$ cat src/rtl/slot_display_if.sv
// slot_display_if: result/flag inputs and display outputs of the slot display.
// Signals:
//   value   [9:0]  binary result to show (0..1023)
//   won            win flag, blinks the display while high
//   seg     [6:0]  active-low segments {g,f,e,d,c,b,a}
//   an      [3:0]  active-low one-hot digit enables, an[0] = ones digit
//   won_led        registered copy of won
//   busy           high while a conversion is in progress
interface slot_display_if;
   logic [9:0] value;
   logic       won;
   logic [6:0] seg;
   logic [3:0] an;
   logic       won_led;
   logic       busy;
   modport master (output value, won, input seg, an, won_led, busy);
   modport slave  (input value, won, output seg, an, won_led, busy);
endinterface

$ cat src/rtl/slot_display.sv
// slot_display: double-dabble BCD conversion driving a scanned, blinkable 4-digit 7-seg display.
// Ports:
//   clk  system clock
//   rst  asynchronous active-high reset
//   io   slot_display_if.slave (value, won in; seg, an, won_led, busy out)
// Parameters:
//   SCAN_DIV   clk cycles each digit stays enabled (>=2)
//   BLINK_DIV  clk cycles per blink half-period while won is high (>=2)
// Build option:
//   SLOT_DISPLAY_LZB_EN  when defined, blanks leading zero digits (ones digit never blanked)
module slot_display #(
   parameter int SCAN_DIV  = 50000,
   parameter int BLINK_DIV = 5000000
) (
   input logic           clk,
   input logic           rst,
   slot_display_if.slave io
);
   localparam int SW = $clog2(SCAN_DIV);
   localparam int BW = $clog2(BLINK_DIV);
   typedef enum logic [1:0] {S_IDLE, S_SHIFT, S_DONE} state_t;
   state_t        r_state, w_state_n;
   logic [9:0]    r_cap, r_sh, r_last;
   logic [15:0]   r_bcd, r_disp, w_adj;
   logic [25:0]   w_shift;
   logic [3:0]    r_it;
   logic [SW-1:0] r_scan;
   logic [BW-1:0] r_bcnt;
   logic [1:0]    r_idx;
   logic          r_phase;
   logic [3:0]    w_dig;
   logic          w_blank;
   logic [6:0]    w_seg;
   logic [6:0]    r_seg;
   logic [3:0]    r_an;
   logic          r_won_led;

   always_ff @(posedge clk or posedge rst)
      if (rst) r_state <= S_IDLE;
      else     r_state <= w_state_n;

   always_comb begin
      w_state_n = r_state;
      case (r_state)
         S_IDLE:  if (io.value != r_last) w_state_n = S_SHIFT;
         S_SHIFT: if (r_it == 4'd9) w_state_n = S_DONE;
         default: w_state_n = S_IDLE;
      endcase
   end

   // add-3 correction on every nibble that would overflow past 9 after the shift
   always_comb begin
      w_adj = r_bcd;
      for (int k = 0; k < 4; k++)
         if (r_bcd[4*k +: 4] >= 4'd5) w_adj[4*k +: 4] = r_bcd[4*k +: 4] + 4'd3;
   end

   assign w_shift = {w_adj, r_sh} << 1;

   always_ff @(posedge clk or posedge rst)
      if (rst) begin
         r_cap  <= '0;
         r_sh   <= '0;
         r_last <= '0;
         r_bcd  <= '0;
         r_disp <= '0;
         r_it   <= '0;
      end else begin
         case (r_state)
            S_IDLE: if (io.value != r_last) begin
               r_cap <= io.value;
               r_sh  <= io.value;
               r_bcd <= '0;
               r_it  <= '0;
            end
            S_SHIFT: begin
               r_bcd <= w_shift[25:10];
               r_sh  <= w_shift[9:0];
               r_it  <= r_it + 4'd1;
            end
            default: begin
               r_disp <= r_bcd;
               r_last <= r_cap;
            end
         endcase
      end

   always_ff @(posedge clk or posedge rst)
      if (rst) begin
         r_scan <= '0;
         r_idx  <= '0;
      end else if (r_scan == SW'(SCAN_DIV - 1)) begin
         r_scan <= '0;
         r_idx  <= r_idx + 2'd1;
      end else begin
         r_scan <= r_scan + 1'b1;
      end

   // blink state only runs while won is high and collapses to phase 0 as soon as it drops
   always_ff @(posedge clk or posedge rst)
      if (rst) begin
         r_bcnt  <= '0;
         r_phase <= 1'b0;
      end else if (!io.won) begin
         r_bcnt  <= '0;
         r_phase <= 1'b0;
      end else if (r_bcnt == BW'(BLINK_DIV - 1)) begin
         r_bcnt  <= '0;
         r_phase <= ~r_phase;
      end else begin
         r_bcnt <= r_bcnt + 1'b1;
      end

   assign w_dig = r_disp[{r_idx, 2'b00} +: 4];

`ifdef SLOT_DISPLAY_LZB_EN
   // a digit is blank when it and every higher digit are zero
   assign w_blank = (r_idx == 2'd3 && r_disp[15:12] == 4'd0) ||
                    (r_idx == 2'd2 && r_disp[15:8] == 8'd0) ||
                    (r_idx == 2'd1 && r_disp[15:4] == 12'd0);
`else
   assign w_blank = 1'b0;
`endif

   always_comb begin
      w_seg = 7'b1111111;
      if (!w_blank)
         case (w_dig)
            4'd0:    w_seg = 7'b1000000;
            4'd1:    w_seg = 7'b1111001;
            4'd2:    w_seg = 7'b0100100;
            4'd3:    w_seg = 7'b0110000;
            4'd4:    w_seg = 7'b0011001;
            4'd5:    w_seg = 7'b0010010;
            4'd6:    w_seg = 7'b0000010;
            4'd7:    w_seg = 7'b1111000;
            4'd8:    w_seg = 7'b0000000;
            4'd9:    w_seg = 7'b0010000;
            default: w_seg = 7'b1111111;
         endcase
   end

   always_ff @(posedge clk or posedge rst)
      if (rst) begin
         r_seg     <= 7'b1000000;
         r_an      <= 4'b1110;
         r_won_led <= 1'b0;
      end else begin
         r_seg     <= w_seg;
         r_an      <= (io.won && r_phase) ? 4'b1111 : ~(4'b0001 << r_idx);
         r_won_led <= io.won;
      end

   assign io.seg     = r_seg;
   assign io.an      = r_an;
   assign io.won_led = r_won_led;
   assign io.busy    = (r_state != S_IDLE);
endmodule

$ cat src/flat_wrapper.sv
// flat-port wrapper written by rule: the top's interface ports become plain ports
module slot_display_flat 
#(
   parameter int SCAN_DIV  = 50000,
   parameter int BLINK_DIV = 5000000
)
  (clk, rst, io_value, io_won, io_seg, io_an, io_won_led, io_busy);
  slot_display_if io_i ();
  input logic clk;
  input logic rst;
  input wire logic [$bits(io_i.value)-1:0] io_value;
  input wire logic [$bits(io_i.won)-1:0] io_won;
  output wire logic [$bits(io_i.seg)-1:0] io_seg;
  output wire logic [$bits(io_i.an)-1:0] io_an;
  output wire logic [$bits(io_i.won_led)-1:0] io_won_led;
  output wire logic [$bits(io_i.busy)-1:0] io_busy;
  assign io_i.value = io_value;
  assign io_i.won = io_won;
  assign io_seg = io_i.seg;
  assign io_an = io_i.an;
  assign io_won_led = io_i.won_led;
  assign io_busy = io_i.busy;
  slot_display #(.SCAN_DIV(SCAN_DIV), .BLINK_DIV(BLINK_DIV)) u_core (.clk(clk), .rst(rst), .io(io_i));
endmodule
$ cat config.mk
export PLATFORM = sky130hd
export DESIGN_NAME = slot_display_flat
export DESIGN_NICKNAME = d
export VERILOG_FILES = /design/src/rtl/slot_display_if.sv /design/src/rtl/slot_display.sv /design/src/flat_wrapper.sv
export SDC_FILE = /design/constraint.sdc
export NUM_CORES = 1
export LEC_CHECK = 0
export BUFFER_PORTS_ARGS = -buffer_cell sky130_fd_sc_hd__clkbuf_2
export CAP_MARGIN = 20
export CELL_PAD_IN_SITES_DETAIL_PLACEMENT = 1
export CELL_PAD_IN_SITES_GLOBAL_PLACEMENT = 1
export CORE_MARGIN = 5
export CORE_UTILIZATION = 40
export CTS_CLUSTER_SIZE = 16
export DETAILED_ROUTE_END_ITERATION = 16
export PLACE_DENSITY_LB_ADDON = 0.1
export SLEW_MARGIN = 10
export SYNTH_ARGS = -nofsm -noshare
export SYNTH_HDL_FRONTEND = slang
export SYNTH_SLANG_ARGS = --single-unit
$ cat constraint.sdc
create_clock -name clk -period 3.95 [get_ports clk]
set_clock_uncertainty 0.05 [all_clocks]
set_input_delay 0.395 -clock clk [delete_from_list [all_inputs] [get_ports clk]]
set_output_delay 0.395 -clock clk [all_outputs]
set_load 0.01 [all_outputs]
==> summary.txt, run 1 <==
Synthesis
  – Synthesized flop and latch total: between 100 and 150
  – Share of the synthesized area in the top cell type: 50.1%
  – Syn avg cell area: 11.1 sq um
  – Synthesized Nets: about 560
  – Part of the Yosys area used for sequential elements: roughly half
  – Synth unique cells: 48
  – Area contributors post-synth: dfrtp_1 (50%), mux2_2 (6.9%), ha_1 (4.5%)
  – Async set-reset flop share out of synthesis: 100%
  – EDFF count, synth: 0
  – Synth Instances: 530
  – Cell taking the most area after synthesis: dfrtp_1
  – Synth Flop Type: dfrtp_1
  – Synth Warn #: 0
  – Mapped Area: slightly below 0.006 sq mm

Detailed routing
  – # DRC: 0
  – Initial DRC count: between 150 and 200
  – Antenna-violating nets left: 0
  – Routed wire length: around 13 mm
  – Routed WL per cell: 17.0 microns
  – Vias per inst: around 5.4
  – First-pass DRT Iterations: 4
  – Overall via count from detail_route: roughly 4100

Place
  – DP HPWL: slightly above 8 mm
  – RePlAce Congestion: 0.748
  – Port-buffer cells: 25

Critical path
  – Critical Path RT: roughly 4.2 ns
  – Cell depth of the worst flop-to-flop path: 4
  – Worst-path cell chain: or4b_2 -> nor4_1 -> o21ai_0 -> a22o_1
  – Critical Path AT: roughly 2.7 ns
  – Startpoint Class: register
  – Worst setup EP type: register
  – Reg2reg start: u_core.r_scan[4]
  – CP max FO: 5
  – Crit Path Category: reg2reg
  – Slowest CP cell: or4b_2
  – Buf/Inv on CP: 0
  – CP peak stage delay: between 0.6 and 0.7 ns
  – Critical Path Start: u_core.r_scan[4]
  – Crit. path cell count: 4
  – Top delay family on crit path: simple AND/OR/NAND/NOR gates

Hold path
  – Hold crit path type: in2async

Global route
  – First-pass GRT wire length: approximately 22 mm
  – Largest net degree at the start of global routing: 123
  – GRT Residual Overflow: 0
  – Number of global-route vias before repair: between 4000 and 5000
  – Tot GR Track Use: between 10% and 20%
  – Initial antenna violation count: 0

Final layout
  – Fillers: 1577
  – Final net count: roughly 590
  – N_diodes: 0
  – Final core utilization: roughly 47%
  – Area growth syn-to-layout: 15.7%
  – Share of cells above drive strength 1: about a fifth

Power
  – Comb pwr share: slightly below 30%
  – Cell internal pwr: about 3.3 mW
  – Leak pwr: 2.96 nW
  – Clock power share: a little under a third
  – Sw power: 1.51 mW
  – Switching Share: between 30% and 40%
  – Pwr Density: roughly 700 mW/mm^2
  – Peak VDD IR: between 0.4 and 0.5 mV
  – Seq pwr share: between 30% and 40%

Clock tree
  – CTS resizes: 0
  – Clock Latency Late Sink: 0.41 ns
  – Root Driver: clkbuf_16
  – Clock-pin slew on the worst setup and hold paths: ~0.06 ns
  – Longest Clk Path Bufs: 2
  – CTS Buf Count: 17
  – Post-CTS Hold Fix Bufs: 0
  – CTS tree: built
  – Clock sink count: between 100 and 150
  – Htree depth: 4
  – # Post-CTS Setup Buffers: 0

STA
  – Relative slew slack: between 30% and 40%
  – Hold Fails Final Rpt: 0
  – RSZ-0062 raised after global routing: no
  – Final Max Tran Viols: 0
  – Worst Max-Slew Pin Slew: 1.03 ns
  – Setup TNS: 0 ns
  – Final period utilization: 61.0%
  – Max Fclk: approximately 0.42 GHz
  – # setup viols final: 0
  – Period minus WS final: about 2.4 ns

Floorplan
  – Die Ht: 131 microns
  – Initial Util: roughly two fifths
  – Core area: about 0.014 sq mm
  – IO Count: 26
  – DIE AREA: around 0.017 sq mm
  – Std cell rows: 44
  – Die W: roughly 130 microns

Flow run
  – Max Cap Viol: 0

Run status
  – Outcome: completed
## cell usage in the layout (no fill, tap or decap), drive strengths merged, types with 3 or more instances in the layout
cell	netlist	final
a21oi	19	19
a221o	10	10
a22o	10	10
a2bb2oi	5	5
and3	3	3
and4	3	3
buf	6	6
clkbuf	14	50
clkinv	1	4
dfrtp	118	118
dfstp	4	4
ha	21	21
inv	32	32
mux2	36	36
mux2i	6	6
mux4	4	4
nand2	24	24
nand2b	7	7
nand3	23	23
nand4	6	6
nor2	37	37
nor2b	17	17
nor3	5	5
nor4	8	8
o21ai	21	21
o22ai	10	10
o2bb2ai	4	4
o31ai	5	5
or2	3	3
or3	7	7
or4	7	7
xnor2	18	18
xor2	22	22
## metal layers
layer / GRT usage, % / vias to the layer above / wire, microns
li1: - / 1945 / -
met1: 20.2 / 2094 / 5950
met2: 25.3 / 38 / 6380
met3: 4.82 / 13 / 375
met4: 4.57 / 0 / 136
met5: 0 / - / 0
## state kept, by name (all words and copies together) (netlist names)
register and flops:
u_core.r_cap 10, u_core.r_scan 16, u_core.r_last 10, u_core.r_it 4
u_core.io.seg 7, u_core.r_bcnt 23, u_core.r_sh 10, u_core.r_disp 16
u_core.io.won_led 1, u_core.r_idx 2, u_core.r_state 2, u_core.io.an 4
u_core.r_bcd 16, u_core.r_phase 1
## worst reg2reg max path: cells and delay by family (launching register included)
| family | cells | cell delay [ns] |
|---|---|---|
| AOI/OAI and AO/OA | 2 | 0.46 |
| and+or+nand+nor | 2 | 1.36 |
| DFF | 1 | 0.42 |
## worst paths after layout
kind                                           to  slack (ns)
max in group asynchronous        u_core.io.seg[4]        3.27
worst min-delay path            u_core.r_bcnt[20]        0.08
worst max-delay path             u_core.r_scan[9]        1.54
worst min register to register  u_core.r_scan[15]        0.44
min in group clk                u_core.io.won_led        0.11
worst max register to register   u_core.r_scan[9]        1.54
## cells by family after synthesis
family	after synthesis	synth area share, %
simple gates	158	14.5
fa+ha+maj	21	4.46
xor+xnor	40	5.94
buf+inv	53	3.42
compound gates	90	10.4
flops	122	51.9
mux	46	9.42
## area by class of cell
cell class / count / area [sq um] / share of cell area (%)
clock buffer: 25 / 485 / 7.11
clock inverter: 7 / 90.1 / 1.32
sequential: 122 / 3060 / 44.8
timing repair buffer: 31 / 186 / 2.73
inverter: 33 / 126 / 1.85
tap: 184 / 230 / 3.37
multi-input combinational: 355 / 2650 / 38.8
## cells in the mapped netlist (17+ instances only)
library cell  instances
inv_1                32
nand3_1              23
mux2_2               36
a21oi_1              19
nor2_1               37
o21ai_0              20
nor2b_1              17
dfrtp_1             118
ha_1                 21
xnor2_1              18
nand2_1              24
xor2_1               22
## power by group through the flow
stage               Combinational (mW)  Clock, mW  Sequential (mW)
floorplan                         1.09          0             1.82
CTS                               1.42       1.58             1.89
global placement                  1.35          0             1.89
detailed placement                1.40          0             1.90
global route                      1.57       1.63             1.93
finish                            1.39       1.53             1.88
## metrics by stage
stage	area (sq um)	hold WS (ns)	total power, mW	instances	worst slack [ns]
after global routing	6820	0.0870	5.13	757	1.34
after global placement	6240	0.408	3.24	724	1.55
after floorplan	5900	0.376	2.91	530	0.269
after detailed placement	6240	0.429	3.31	724	1.51
after CTS	6810	0.0834	4.88	756	1.51
final	6820	0.0759	4.80	757	1.54
Power figures use the tool's default switching activity.
==> run 2: changes to the inputs <==
==> constraint.sdc (replaced) <==
create_clock -name clk -period 2.45 [get_ports clk]
set_clock_uncertainty 0.05 [all_clocks]
set_input_delay 0.245 -clock clk [delete_from_list [all_inputs] [get_ports clk]]
set_output_delay 0.245 -clock clk [all_outputs]
set_load 0.01 [all_outputs]
==> summary.txt, run 2 (synthesized netlist as in run 1, its figures left out) <==
Detailed routing
  – Initial DRC count: 178
  – Overall via count from detail_route: around 4200
  – Routed wire length: about 13 mm
  – First-pass DRT Iterations: 4
  – Routed WL per cell: 17.1 microns
  – Antenna-violating nets left: 0
  – # DRC: 0
  – Vias per inst: 5.42

Floorplan
  – IO Count: 26
  – DIE AREA: between 0.015 and 0.02 sq mm
  – Initial Util: between 40% and 50%
  – Die W: between 100 and 150 microns
  – Core area: ~0.014 sq mm
  – Std cell rows: between 40 and 50
  – Die Ht: 131 microns

Final layout
  – Share of cells above drive strength 1: 21.2%
  – Area growth syn-to-layout: 18.7%
  – Final Cell Area: about 0.007 sq mm
  – Final net count: about 610
  – Final std cells w/o fill: between 700 and 800
  – Most common cell after layout, fill and taps aside: dfrtp_1
  – N_diodes: 0
  – Commonest cells after routing, fill and taps aside: dfrtp_1 (118), nor2_1 (37), mux2_2 (36)
  – Largest register FFs: 23
  – Top reg by flops: u_core.r_bcnt

Critical path
  – CP max FO: 10
  – Cell depth of the worst flop-to-flop path: 5
  – Critical Path AT: about 2.5 ns
  – Worst setup EP type: register
  – Crit Path Category: reg2reg
  – Critical Path RT: approximately 2.7 ns
  – Startpoint Class: register

Clock tree
  – CTS Buf Count: 17
  – Clock Latency Late Sink: ~0.42 ns
  – Root Driver: clkbuf_16
  – Longest Clk Path Bufs: 2
  – Clock sink count: 122
  – Htree depth: 4
  – Clock-pin slew on the worst setup and hold paths: ~0.060 ns
  – CTS tree: built
  – # Post-CTS Setup Buffers: 0

Place
  – RePlAce Congestion: about 0.76
  – Dpl cells: 734
  – DP HPWL: a little under 9 mm
  – Dpl cell area: roughly 0.0063 sq mm
  – Port-buffer cells: 25

Hold path
  – Hold crit path type: in2reg
  – Hold path depth: 2

Global route
  – First-pass GRT wire length: roughly 23 mm
  – Largest net degree at the start of global routing: 46
  – Initial antenna violation count: 0
  – Number of global-route vias before repair: between 4000 and 5000
  – GRT Residual Overflow: 0
  – Tot GR Track Use: between 10% and 20%

STA
  – Period minus WS final: about 2.2 ns
  – Worst Max-Slew Pin Slew: 0.775 ns
  – # setup viols final: 0
  – Final period utilization: around nine tenths
  – Hold Slack: a little over 0.06 ns
  – Max Fclk: 0.462 GHz
  – Relative slew slack: between 40% and 50%
  – Hold Fails Final Rpt: 0
  – Setup TNS: 0 ns
  – Final Max Tran Viols: 0
  – RSZ-0062 raised after global routing: no

Power
  – Pwr Density: 1140 mW/mm^2
  – Peak VDD IR: 0.553 mV
  – Leak pwr: approximately 3.1 nW

Flow run
  – Max Cap Viol: 0

Run status
  – Outcome: completed
[run 2: changes by cell type in the layout (fill, tap and decap cells not counted), moves of 2 or more]
| cell | change |
|---|---|
| buf_12 | +2 |
| clkinv_2 | -3 |
| dlygate4sd3_1 | +2 |
| clkinv_4 | +2 |
| clkbuf_8 | +3 |
| clkbuf_1 | -4 |
| buf_4 | +8 |
[run 2: report_power, final]
group | switching, mW | internal [mW]
Sequential | 0.429 | 2.61
Clock | 0.892 | 1.77
Combinational | 1.13 | 1.16
Total | 2.45 | 5.54
[run 2: final timing paths]
kind | from | slack, ns | endpoint
setup / recovery | u_core.r_bcnt[0] | 0.28 | u_core.r_bcnt[22]
hold / removal | io_value[2] | 0.06 | u_core.r_cap[2]
setup reg to reg | u_core.r_bcnt[0] | 0.28 | u_core.r_bcnt[22]
hold reg to reg | u_core.r_scan[15] | 0.44 | u_core.r_scan[15]
max in group asynchronous | rst | 1.22 | u_core.io.seg[6]
min in group asynchronous | rst | 0.41 | u_core.r_cap[7]
[run 2: stage by stage]
| step | util (%) | power, mW | worst slack [ns] |
|---|---|---|---|
| after floorplan | - | 4.69 | 0.385 |
| after global placement | 43.8 | 5.27 | 0.368 |
| after detailed placement | 43.8 | 5.38 | 0.295 |
| after CTS | 48.3 | 8.12 | 0.274 |
| after global routing | 48.3 | 8.53 | 0.0932 |
| final | 48.3 | 7.99 | 0.284 |
[run 2: area by class of cell]
class                           count  area (sq um)
Clock inverter                      8           131
Fill cell                        1533          7480
Clock buffer                       24           512
Tap cell                          184           230
Multi-Input combinational cell    355          2640
Timing Repair Buffer               42           295
Sequential cell                   122          3060
Inverter                           33           128
[run 2: critical path, cell delays in order (launching register included)]
cell	delay [ns]
dfrtp_1	0.42
ha_1	0.34
nand3_1	0.10
or4_1	0.57
or4_1	0.46
a21oi_1	0.15
[run 2: timing repair]
action                                 CTS  global route
setup endpoints to repair                0             0
gates resized for setup                  0             0
endpoints found under the hold margin   22             0
hold buffers                             2             0
[run 2: layer usage]
layer | vias to the layer above | wire length (microns) | GRT usage (%)
met2 | 47 | 6800 | 27.6
met3 | 19 | 399 | 4.28
li1 | 1965 | - | -
met5 | - | 0 | 0
met1 | 2132 | 5780 | 20.3
met4 | 0 | 173 | 5.26
==> run 3: changes to the inputs <==
==> constraint.sdc (replaced) <==
create_clock -name clk -period 2.02 [get_ports clk]
set_clock_uncertainty 0.05 [all_clocks]
set_input_delay 0.202 -clock clk [delete_from_list [all_inputs] [get_ports clk]]
set_output_delay 0.202 -clock clk [all_outputs]
set_load 0.01 [all_outputs]
==> summary.txt, run 3 (synthesized netlist as in run 1, its figures left out) <==
Final layout
  – Area growth syn-to-layout: 21.8%
  – Top reg by flops: u_core.r_bcnt
  – Commonest cells after routing, fill and taps aside: dfrtp_1 (117), nor2_1 (37), mux2_2 (36)
  – Largest register FFs: 23
  – Final core utilization: between 40% and 50%
  – Most common cell after layout, fill and taps aside: dfrtp_1
  – N_diodes: 0
  – Final std cells w/o fill: 789
  – Final net count: about 630
  – Final Cell Area: ~0.0072 sq mm
  – Share of cells above drive strength 1: about 25%

Place
  – DP HPWL: 8.88 mm
  – Dpl cells: ~750
  – RePlAce Congestion: 0.790
  – Port-buffer cells: 25
  – Dpl cell area: 0.00647 sq mm
  – Placement Setup Slack: 0.0131 ns

Hold path
  – Hold path depth: 2
  – Hold crit path type: in2reg

Detailed routing
  – Antenna-violating nets left: 0
  – First-pass DRT Iterations: 5
  – Overall via count from detail_route: 4216
  – Routed wire length: between 10 and 15 mm
  – Initial DRC count: 150
  – # DRC: 0
  – Routed WL per cell: roughly 17 microns
  – Vias per inst: ~5.3

Floorplan
  – DIE AREA: ~0.017 sq mm
  – Die W: 131 microns
  – Die Ht: 131 microns
  – IO Count: 26
  – Initial Util: between 40% and 50%
  – Core area: about 0.014 sq mm
  – Std cell rows: between 40 and 50

Flow run
  – Max Cap Viol: 0

Global route
  – Initial antenna violation count: 0
  – Tot GR Track Use: 16.1%
  – First-pass GRT wire length: 23.0 mm
  – Largest net degree at the start of global routing: 73
  – Number of global-route vias before repair: ~4600
  – GRT Residual Overflow: 0

STA
  – Worst Max-Slew Pin Slew: between 0.5 and 0.6 ns
  – Relative slew slack: about three fifths
  – Setup TNS: 0 ns
  – Max Fclk: slightly above 0.5 GHz
  – Final period utilization: between 90% and 100%
  – # setup viols final: 0
  – Final Max Tran Viols: 0
  – Hold Slack: about 0.025 ns
  – Setup WS post-layout: between 0.03 and 0.04 ns
  – Hold Fails Final Rpt: 0
  – Period minus WS final: 1.99 ns

Critical path
  – CP max FO: 5
  – Worst setup EP type: register
  – Crit Path Category: reg2reg
  – Critical Path RT: 2.26 ns
  – Critical Path AT: between 2 and 2.5 ns
  – Startpoint Class: register
  – Cell depth of the worst flop-to-flop path: 5

Power
  – Pwr Density: ~1400 mW/mm^2
  – Power Total: 9.79 mW
  – Peak VDD IR: 0.651 mV
  – Leak pwr: about 3.2 nW

Clock tree
  – Htree depth: 4
  – Longest Clk Path Bufs: 2
  – Clock Latency Late Sink: about 0.4 ns
  – CTS tree: built
  – CTS Buf Count: 17
  – Clock sink count: 122
  – Clock-pin slew on the worst setup and hold paths: roughly 0.050 ns
  – Root Driver: clkbuf_16

Run status
  – Outcome: completed
[run 3: changes by cell type in the layout (fill, tap and decap cells not counted), moves of 2 or more]
cell	delta
clkinv_2	+4
nor4_2	+2
clkinv_4	-2
clkinvlp_4	-2
nor4_1	-2
buf_4	+23
[run 3: path summary, 6_finish.rpt]
| kind | from | end | slack (ns) |
|---|---|---|---|
| min in group asynchronous | rst | u_core.io.won_led | 0.26 |
| worst min-delay path | io_value[2] | u_core.r_sh[2] | 0.02 |
| max in group asynchronous | rst | u_core.r_idx[0] | 0.98 |
| worst max register to register | u_core.r_scan[7] | u_core.r_scan[9] | 0.03 |
| worst min register to register | u_core.r_scan[15] | u_core.r_scan[15] | 0.43 |
| worst max-delay path | u_core.r_scan[7] | u_core.r_scan[9] | 0.03 |
[run 3: where the power goes]
part,internal (mW),total [mW],leakage (nW),switching (mW)
registers,3.16,3.64,1.56,0.480
clock network,2.21,3.23,0.318,1.02
logic,1.47,2.92,1.31,1.45
[run 3: per-layer routing]
metal	track usage [%]	vias to the layer above	routed length [microns]
met5	0	-	0
met4	4.63	0	131
met3	4.20	9	427
met2	27.3	51	6840
met1	20.3	2150	5950
li1	-	2006	-
[run 3: layout make-up]
class | instances | area (sq um)
fillers | 1538 | 7300
flip-flops and latches | 122 | 3060
multi-input cells | 355 | 2660
clock buffers | 22 | 494
repair buffers | 65 | 468
well taps | 184 | 230
clock inverters | 8 | 140
inverters | 33 | 128
[run 3: worst max-delay path, cell delays in order, from the launching register on]
cell and delay (ns):
dfrtp_1 0.40, or4b_2 0.68, nor4_2 0.28, buf_4 0.19
o21ai_0 0.10, a22o_1 0.19
[run 3: repair_timing]
| item | CTS | global route |
|---|---|---|
| setup buffers | 3 | 2 |
| hold endpoints to repair | 13 | 0 |
| endpoints found under the setup margin | 2 | 8 |
| hold buffers | 2 | 0 |
| resized for setup | 1 | 4 |
